File: config.mk
export PLATFORM = sky130hd
export DESIGN_NAME = sccb_arbiter_flat
export DESIGN_NICKNAME = d
export VERILOG_FILES = /design/src/rtl/sccb_pkg.sv /design/src/rtl/sccb_arbiter_if.sv /design/src/rtl/rr_arb2.sv /design/src/rtl/sccb_arbiter.sv /design/src/flat_wrapper.sv
export SDC_FILE = /design/constraint.sdc
export NUM_CORES = 1
export LEC_CHECK = 0
export BUFFER_PORTS_ARGS = -buffer_cell sky130_fd_sc_hd__clkbuf_2
export CAP_MARGIN = 20
export CORE_MARGIN = 2
export CORE_UTILIZATION = 42
export CTS_CLUSTER_DIAMETER = 50
export DETAILED_ROUTE_END_ITERATION = 12
export GPL_TIMING_DRIVEN = 0
export PLACE_DENSITY = 0.7
export SLEW_MARGIN = 20
export SYNTH_ARGS = -nofsm -noshare
export SYNTH_HDL_FRONTEND = slang
export SYNTH_SLANG_ARGS = --single-unit
File: constraint.sdc
create_clock -name sys_clk -period 2.1 [get_ports sys_clk]
set_clock_uncertainty 0.2 [all_clocks]
set_input_delay 0.315 -clock sys_clk [delete_from_list [all_inputs] [get_ports sys_clk]]
set_output_delay 0.315 -clock sys_clk [all_outputs]
set_load 0.005 [all_outputs]
File: src/rtl/sccb_pkg.sv
// Shared SCCB definitions: bus widths, default timing constants and the
// arbiter state encoding. Also used by ov5640_cfg.
package sccb_pkg;

  localparam int SCCB_ADDR_W      = 16;
  localparam int SCCB_DATA_W      = 8;
  localparam int SCCB_GAP_CYC     = 8;
  localparam int SCCB_TIMEOUT_CYC = 2048;
  localparam int SCCB_TO_W        = 12;

  typedef enum logic [1:0] {
    ST_IDLE  = 2'd0,
    ST_ISSUE = 2'd1,
    ST_WAIT  = 2'd2,
    ST_GAP   = 2'd3
  } sccb_state_t;

  // Operands captured from the winning requester at grant time.
  typedef struct packed {
    logic                   wr;
    logic [SCCB_ADDR_W-1:0] addr;
    logic [SCCB_DATA_W-1:0] wdata;
  } sccb_op_t;

endpackage

File: src/rtl/sccb_arbiter_if.sv
// Requester and i2c_ctrl signals of the SCCB arbiter. The arbiter takes the
// slave view; the requesters / i2c_ctrl side takes the master view.
interface sccb_arbiter_if;
  import sccb_pkg::*;

  logic                   req0;
  logic                   req0_wr;
  logic [SCCB_ADDR_W-1:0] req0_addr;
  logic [SCCB_DATA_W-1:0] req0_wdata;
  logic                   req0_done;
  logic                   req0_err;

  logic                   req1;
  logic                   req1_wr;
  logic [SCCB_ADDR_W-1:0] req1_addr;
  logic [SCCB_DATA_W-1:0] req1_wdata;
  logic                   req1_done;
  logic                   req1_err;

  logic [SCCB_DATA_W-1:0] rdata;
  logic [1:0]             grant;
  logic                   busy;

  logic                   i2c_start;
  logic                   i2c_wr_en;
  logic                   i2c_rd_en;
  logic [SCCB_ADDR_W-1:0] i2c_byte_addr;
  logic [SCCB_DATA_W-1:0] i2c_wr_data;
  logic                   i2c_end;
  logic [SCCB_DATA_W-1:0] i2c_rd_data;

  modport slave (
    input  req0, req0_wr, req0_addr, req0_wdata,
    input  req1, req1_wr, req1_addr, req1_wdata,
    input  i2c_end, i2c_rd_data,
    output req0_done, req0_err, req1_done, req1_err,
    output rdata, grant, busy,
    output i2c_start, i2c_wr_en, i2c_rd_en, i2c_byte_addr, i2c_wr_data
  );

  modport master (
    output req0, req0_wr, req0_addr, req0_wdata,
    output req1, req1_wr, req1_addr, req1_wdata,
    output i2c_end, i2c_rd_data,
    input  req0_done, req0_err, req1_done, req1_err,
    input  rdata, grant, busy,
    input  i2c_start, i2c_wr_en, i2c_rd_en, i2c_byte_addr, i2c_wr_data
  );

endinterface

File: src/rtl/rr_arb2.sv
// Two-way pick: round robin against last_grant, or fixed priority to port 0.
// Purely combinational; the last-grant register lives in the parent.
module rr_arb2 #(
  parameter int PRIORITY_MODE = 0
) (
  input  logic [1:0] req,
  input  logic       last_grant,   // 1 = port 1 owned the previous grant
  output logic [1:0] grant
);

  // NOTE: grant gets a default before any branch so no path leaves it
  // unassigned, which would otherwise infer a latch.
  always_comb begin
    grant = req;
    if (req == 2'b11) begin
      if (PRIORITY_MODE == 1 || last_grant)
        grant = 2'b01;
      else
        grant = 2'b10;
    end
  end

endmodule

File: src/rtl/sccb_arbiter.sv
// Shares one i2c_ctrl SCCB master between the boot sequencer (port 0) and
// the runtime register port (port 1), with a post-completion gap and timeout.
module sccb_arbiter
  import sccb_pkg::*;
#(
  parameter int PRIORITY_MODE = 0,
  parameter int GAP_CYC       = SCCB_GAP_CYC,
  parameter int TIMEOUT_CYC   = SCCB_TIMEOUT_CYC,
  parameter int TO_W          = SCCB_TO_W
) (
  input logic           sys_clk,
  input logic           sys_rst,
  sccb_arbiter_if.slave bus
);

  localparam logic [TO_W-1:0] TO_LAST  = TO_W'(TIMEOUT_CYC - 1);
  localparam logic [TO_W-1:0] GAP_LAST = TO_W'(GAP_CYC - 1);

  sccb_state_t     state;
  logic [TO_W-1:0] cnt;
  logic            last_grant;
  logic [1:0]      pick;
  sccb_op_t        win_op;

  rr_arb2 #(.PRIORITY_MODE(PRIORITY_MODE)) u_pick (
    .req        ({bus.req1, bus.req0}),
    .last_grant (last_grant),
    .grant      (pick)
  );

  always_comb begin
    win_op = '{wr: bus.req1_wr, addr: bus.req1_addr, wdata: bus.req1_wdata};
    if (pick[0])
      win_op = '{wr: bus.req0_wr, addr: bus.req0_addr, wdata: bus.req0_wdata};
  end

  // NOTE: every register here uses <= so all branches see the pre-edge
  // values of state, cnt and grant regardless of statement order.
  always_ff @(posedge sys_clk or posedge sys_rst) begin
    if (sys_rst) begin
      state             <= ST_IDLE;
      cnt               <= '0;
      last_grant        <= 1'b1;
      bus.grant         <= '0;
      bus.busy          <= 1'b0;
      bus.i2c_start     <= 1'b0;
      bus.i2c_wr_en     <= 1'b0;
      bus.i2c_rd_en     <= 1'b0;
      bus.i2c_byte_addr <= '0;
      bus.i2c_wr_data   <= '0;
      bus.rdata         <= '0;
      bus.req0_done     <= 1'b0;
      bus.req0_err      <= 1'b0;
      bus.req1_done     <= 1'b0;
      bus.req1_err      <= 1'b0;
    end else begin
      bus.i2c_start <= 1'b0;
      bus.req0_done <= 1'b0;
      bus.req0_err  <= 1'b0;
      bus.req1_done <= 1'b0;
      bus.req1_err  <= 1'b0;

      unique case (state)
        ST_IDLE: begin
          if (|pick) begin
            bus.grant         <= pick;
            last_grant        <= pick[1];
            bus.i2c_byte_addr <= win_op.addr;
            bus.i2c_wr_data   <= win_op.wdata;
            bus.i2c_wr_en     <= win_op.wr;
            bus.i2c_rd_en     <= ~win_op.wr;
            bus.i2c_start     <= 1'b1;
            bus.busy          <= 1'b1;
            state             <= ST_ISSUE;
          end
        end

        ST_ISSUE: begin
          cnt   <= '0;
          state <= ST_WAIT;
        end

        ST_WAIT: begin
          // A completion landing on the expiry cycle counts as success.
          if (bus.i2c_end || cnt == TO_LAST) begin
            bus.rdata     <= (bus.i2c_end && bus.i2c_rd_en) ? bus.i2c_rd_data : '0;
            bus.req0_done <= bus.grant[0];
            bus.req1_done <= bus.grant[1];
            bus.req0_err  <= bus.grant[0] & ~bus.i2c_end;
            bus.req1_err  <= bus.grant[1] & ~bus.i2c_end;
            bus.grant     <= '0;
            bus.i2c_wr_en <= 1'b0;
            bus.i2c_rd_en <= 1'b0;
            cnt           <= '0;
            state         <= ST_GAP;
          end else begin
            cnt <= cnt + TO_W'(1);
          end
        end

        ST_GAP: begin
          if (cnt == GAP_LAST) begin
            bus.busy <= 1'b0;
            state    <= ST_IDLE;
          end else begin
            cnt <= cnt + TO_W'(1);
          end
        end

        default: state <= ST_IDLE;
      endcase
    end
  end

endmodule

File: src/flat_wrapper.sv
// flat-port wrapper written by rule: the top's interface ports become plain ports
module sccb_arbiter_flat import sccb_pkg::*;
#(
  parameter int PRIORITY_MODE = 0,
  parameter int GAP_CYC       = SCCB_GAP_CYC,
  parameter int TIMEOUT_CYC   = SCCB_TIMEOUT_CYC,
  parameter int TO_W          = SCCB_TO_W
)
  (sys_clk, sys_rst, bus_req0, bus_req0_wr, bus_req0_addr, bus_req0_wdata, bus_req1, bus_req1_wr, bus_req1_addr, bus_req1_wdata, bus_i2c_end, bus_i2c_rd_data, bus_req0_done, bus_req0_err, bus_req1_done, bus_req1_err, bus_rdata, bus_grant, bus_busy, bus_i2c_start, bus_i2c_wr_en, bus_i2c_rd_en, bus_i2c_byte_addr, bus_i2c_wr_data);
  sccb_arbiter_if bus_i ();
  input logic sys_clk;
  input logic sys_rst;
  input wire logic [$bits(bus_i.req0)-1:0] bus_req0;
  input wire logic [$bits(bus_i.req0_wr)-1:0] bus_req0_wr;
  input wire logic [$bits(bus_i.req0_addr)-1:0] bus_req0_addr;
  input wire logic [$bits(bus_i.req0_wdata)-1:0] bus_req0_wdata;
  input wire logic [$bits(bus_i.req1)-1:0] bus_req1;
  input wire logic [$bits(bus_i.req1_wr)-1:0] bus_req1_wr;
  input wire logic [$bits(bus_i.req1_addr)-1:0] bus_req1_addr;
  input wire logic [$bits(bus_i.req1_wdata)-1:0] bus_req1_wdata;
  input wire logic [$bits(bus_i.i2c_end)-1:0] bus_i2c_end;
  input wire logic [$bits(bus_i.i2c_rd_data)-1:0] bus_i2c_rd_data;
  output wire logic [$bits(bus_i.req0_done)-1:0] bus_req0_done;
  output wire logic [$bits(bus_i.req0_err)-1:0] bus_req0_err;
  output wire logic [$bits(bus_i.req1_done)-1:0] bus_req1_done;
  output wire logic [$bits(bus_i.req1_err)-1:0] bus_req1_err;
  output wire logic [$bits(bus_i.rdata)-1:0] bus_rdata;
  output wire logic [$bits(bus_i.grant)-1:0] bus_grant;
  output wire logic [$bits(bus_i.busy)-1:0] bus_busy;
  output wire logic [$bits(bus_i.i2c_start)-1:0] bus_i2c_start;
  output wire logic [$bits(bus_i.i2c_wr_en)-1:0] bus_i2c_wr_en;
  output wire logic [$bits(bus_i.i2c_rd_en)-1:0] bus_i2c_rd_en;
  output wire logic [$bits(bus_i.i2c_byte_addr)-1:0] bus_i2c_byte_addr;
  output wire logic [$bits(bus_i.i2c_wr_data)-1:0] bus_i2c_wr_data;
  assign bus_i.req0 = bus_req0;
  assign bus_i.req0_wr = bus_req0_wr;
  assign bus_i.req0_addr = bus_req0_addr;
  assign bus_i.req0_wdata = bus_req0_wdata;
  assign bus_i.req1 = bus_req1;
  assign bus_i.req1_wr = bus_req1_wr;
  assign bus_i.req1_addr = bus_req1_addr;
  assign bus_i.req1_wdata = bus_req1_wdata;
  assign bus_i.i2c_end = bus_i2c_end;
  assign bus_i.i2c_rd_data = bus_i2c_rd_data;
  assign bus_req0_done = bus_i.req0_done;
  assign bus_req0_err = bus_i.req0_err;
  assign bus_req1_done = bus_i.req1_done;
  assign bus_req1_err = bus_i.req1_err;
  assign bus_rdata = bus_i.rdata;
  assign bus_grant = bus_i.grant;
  assign bus_busy = bus_i.busy;
  assign bus_i2c_start = bus_i.i2c_start;
  assign bus_i2c_wr_en = bus_i.i2c_wr_en;
  assign bus_i2c_rd_en = bus_i.i2c_rd_en;
  assign bus_i2c_byte_addr = bus_i.i2c_byte_addr;
  assign bus_i2c_wr_data = bus_i.i2c_wr_data;
  sccb_arbiter #(.PRIORITY_MODE(PRIORITY_MODE), .GAP_CYC(GAP_CYC), .TIMEOUT_CYC(TIMEOUT_CYC), .TO_W(TO_W)) u_core (.sys_clk(sys_clk), .sys_rst(sys_rst), .bus(bus_i));
endmodule
==> results.txt <==
Status: complete, but fails checks
Failing checks: setup timing
First-pass GRT wire length: 11740 um
Fmax: 0.4280 GHz
Worst setup margin: -0.2363 ns
Delay-heaviest family, CP: simple AND/OR/NAND/NOR gates
Post-synth ARST share: 1.000
FP Rows: 29
Worst setup path class: reg -> reg
Post-synthesis cell count: 270
Syn_nets: 337
Vias in the first global route: 2546
GP Congestion: 0.9301
RSZ-0062 raised after global routing: true
Max IR drop VDD: 0.5874 mV
Grt met3 use: 0.06785
CP peak stage delay: 0.52 ns
I/O pin count: 105
Antenna viol nets, final: 0
WP data required: 2.12 ns
Root buf cell: clkbuf_8
CTS tree: yes
Antenna violations before repair: 0
Bufs and invs on worst path: 0
HP Class: in -> reg
Top cell type's share of synthesized area: 0.5142
DR iter-0 viols: 107
Final Cycle Share: 1.113
Skew-Pair Late Insertion Delay: 0.33 ns
Post-Synth XOR/XNOR Area: 0.01928
Synth area leader: dfrtp_1
Residual DRC: 0
Grt met1 use: 0.2575
Initial core utilization: 0.4316
Drt pass-1 iters: 6
Post-Synth Adder-Cell Area: 0.01837
Core Region: 0.006314 mm^2
Layout Cells excl Fill: 485
# fillers: 532
Yosys cell types: 45
Worst-path cell chain: or4_4 -> or4_4 -> a211o_1 -> mux2_4
Vias/cell: 5.173
Synth Area in Simple Gates: 0.1653
Worst Tran Pin Value: 0.6884 ns
Critical Path Sink Type: flip-flop
Max_cap viols: 0
Final Critical Period: 2.336 ns
Max_slew headroom: 0.5410
Fraction of layout cells with a size suffix above 1: 0.3995
CP max FO: 3
CP max stage cell: or4_4
Die height: 84.55 um
Leakage power: 1.961 nW
Port-buffer cells: 104
Die ar.: 0.007149 mm^2
Largest cells by area after synthesis: dfrtp_1 (51%), mux2i_1 (9.6%), o21ai_0 (7.3%)
Top FF cell, synth: dfrtp_1
Mux share of post-synthesis cell area: 0.1010
Clock slew at reported path FFs: 0.07 ns
CTS Sinks: 57
M2 GR Usage: 0.3393
Gr busiest metal: met2
Endpoints failing hold: 0
Largest net degree at the start of global routing: 58
Post-synthesis cell area: 0.002725 mm^2
Die X: 84.55 um
Final slew viol count: 0
Tot GR Track Use: 0.2064
Total wire length: 7017 um
Crit-path most repeated cell: or4_4
Placed Cells: 451
Startpoint Class: flip-flop
Seq/Total Area, Yosys: 0.5239
Grt ovf: 0
Area grow syn2layout: 39.21%
Num CTS Buffers: 9
Compound-Gate Fraction of Synth Area: 0.1336
Syn Area/Cell: 10.09 um^2
Nets: 470
Hpwl dp: 4931 um
Number of flops mapped to enable cells by yosys: 0
P per Cell Area: 1252 mW/mm^2
DR vias: 2509
DR WL/cell: 14.47 um
Worst Setup Slack post-DPL: -0.2826 ns
H-tree Lvls: 3
Synth warn: 0
Final Setup Violations: 2
Largest family of logic cells by synthesized area: simple AND/OR/NAND/NOR gates
Critical Path AT: 2.36 ns
Total power: 4.749 mW
Longest Clk Path Bufs: 2
Ant diodes: 0
Number of synthesized register bits: 57
-- layout by cell type (no fill, tap or decap), types with 4 or more instances in the layout --
| cell | n |
|---|---|
| a21oi_1 | 5 |
| buf_4 | 17 |
| clkbuf_1 | 7 |
| clkbuf_2 | 108 |
| clkbuf_8 | 10 |
| dfrtp_1 | 56 |
| inv_1 | 13 |
| mux2i_1 | 26 |
| nand2_1 | 30 |
| nand4_1 | 9 |
| nor2_1 | 10 |
| nor3_1 | 7 |
| o21ai_0 | 36 |
| o21ai_1 | 4 |
| xnor2_1 | 5 |
-- timing repair --
| action | in CTS | in global routing |
|---|---|---|
| hold endpoints to repair | 56 | 0 |
| hold buffers | 1 | 0 |
| pin swaps | 4 | 6 |
| endpoints found under the setup margin | 38 | 51 |
| setup buffers | 9 | 10 |
| gates resized for setup | 10 | 17 |
-- worst paths after layout --
check                                          start                            to  slack [ns]  cells past startpoint
setup / recovery                       u_core.cnt[6]               u_core.state[1]       -0.24                      4
hold / removal                    bus_i2c_rd_data[1]           u_core.bus.rdata[1]        0.04                      3
setup reg to reg                       u_core.cnt[6]               u_core.state[1]       -0.24                      4
hold reg to reg            u_core.bus.i2c_wr_data[4]     u_core.bus.i2c_wr_data[4]        0.29                      2
max in group asynchronous                    sys_rst  u_core.bus.i2c_byte_addr[11]        0.81                      3
min in group asynchronous                    sys_rst  u_core.bus.i2c_byte_addr[15]        0.44                      3
-- cell usage after synthesis (2+ instances only) --
| cell type | n |
|---|---|
| nand2b_1 | 2 |
| and2_1 | 2 |
| or4_1 | 3 |
| nand4_1 | 9 |
| and3b_1 | 2 |
| nor3_1 | 8 |
| a21oi_1 | 5 |
| xnor2_1 | 5 |
| nor2_1 | 10 |
| o211ai_1 | 2 |
| o21ai_0 | 40 |
| ha_1 | 4 |
| a31oi_1 | 3 |
| mux2i_1 | 26 |
| nand3_1 | 3 |
| or2_2 | 3 |
| o2bb2ai_1 | 2 |
| or3_1 | 2 |
| nand4b_1 | 2 |
| nand2_1 | 30 |
| dfrtp_1 | 56 |
| inv_1 | 14 |
| clkbuf_1 | 13 |
| nor2b_1 | 3 |
-- kinds of logic (layout without fill, tap and decap cells) --
group / count (synthesis) / after routing
fa+ha+maj: 4 / 4
xor+xnor: 6 / 6
buf+inv: 28 / 166
mux: 27 / 27
compound gates: 63 / 63
simple gates: 85 / 85
flops: 57 / 57
-- report_power, final --
part	total [mW]	internal (mW)	leakage, nW	switching [mW]
clock	1.15	0.699	0.113	0.450
combinational	1.86	0.835	1.11	1.02
sequential	1.74	1.50	0.738	0.246
-- per-stage QoR --
step / instance area, um^2 / hold WS (ns) / TNS [ns] / util
after floorplan: 2725 / 0.1850 / -0.2387 / -
after global placement: 3342 / 0.2615 / -30.43 / 0.5293
after detailed placement: 3344 / 0.2701 / -2.538 / 0.5297
after CTS: 3672 / 0.02769 / -0.3614 / 0.5816
after global routing: 3794 / 0.04185 / -0.5822 / 0.6009
final: 3794 / 0.03811 / -0.3128 / 0.6009
-- final cells by class --
class | count | area (um^2) | area share
Buffer | 12 | 51.30 | 0.01352
Clock buffer | 11 | 141.4 | 0.03727
Multi-Input combinational cell | 185 | 1262 | 0.3328
Sequential cell | 57 | 1428 | 0.3763
Tap cell | 77 | 96.34 | 0.02540
Timing Repair Buffer | 124 | 680.7 | 0.1794
Clock inverter | 5 | 78.83 | 0.02078
Inverter | 14 | 55.05 | 0.01451
-- per-layer routing --
layer / routed length (um) / vias to the layer above
li1: - / 1226
met1: 2935 / 1170
met2: 3377 / 103
met3: 560 / 10
met4: 143 / 0
met5: 0 / -
-- state kept, by name, summed over array words and instances, names as in the netlist, 2 cells and up --
signal,flops
u_core.bus.grant,2
u_core.bus.rdata,8
u_core.state,2
u_core.bus.i2c_byte_addr,16
u_core.cnt,12
u_core.bus.i2c_wr_data,8
-- worst reg2reg max path, cell delays in order (launching register included) --
cell and delay [ns]:
dfrtp_1 0.40, or4_4 0.52, or4_4 0.49, a211o_1 0.32
mux2_4 0.31
Note: power is estimated with default switching activity, not from simulation.
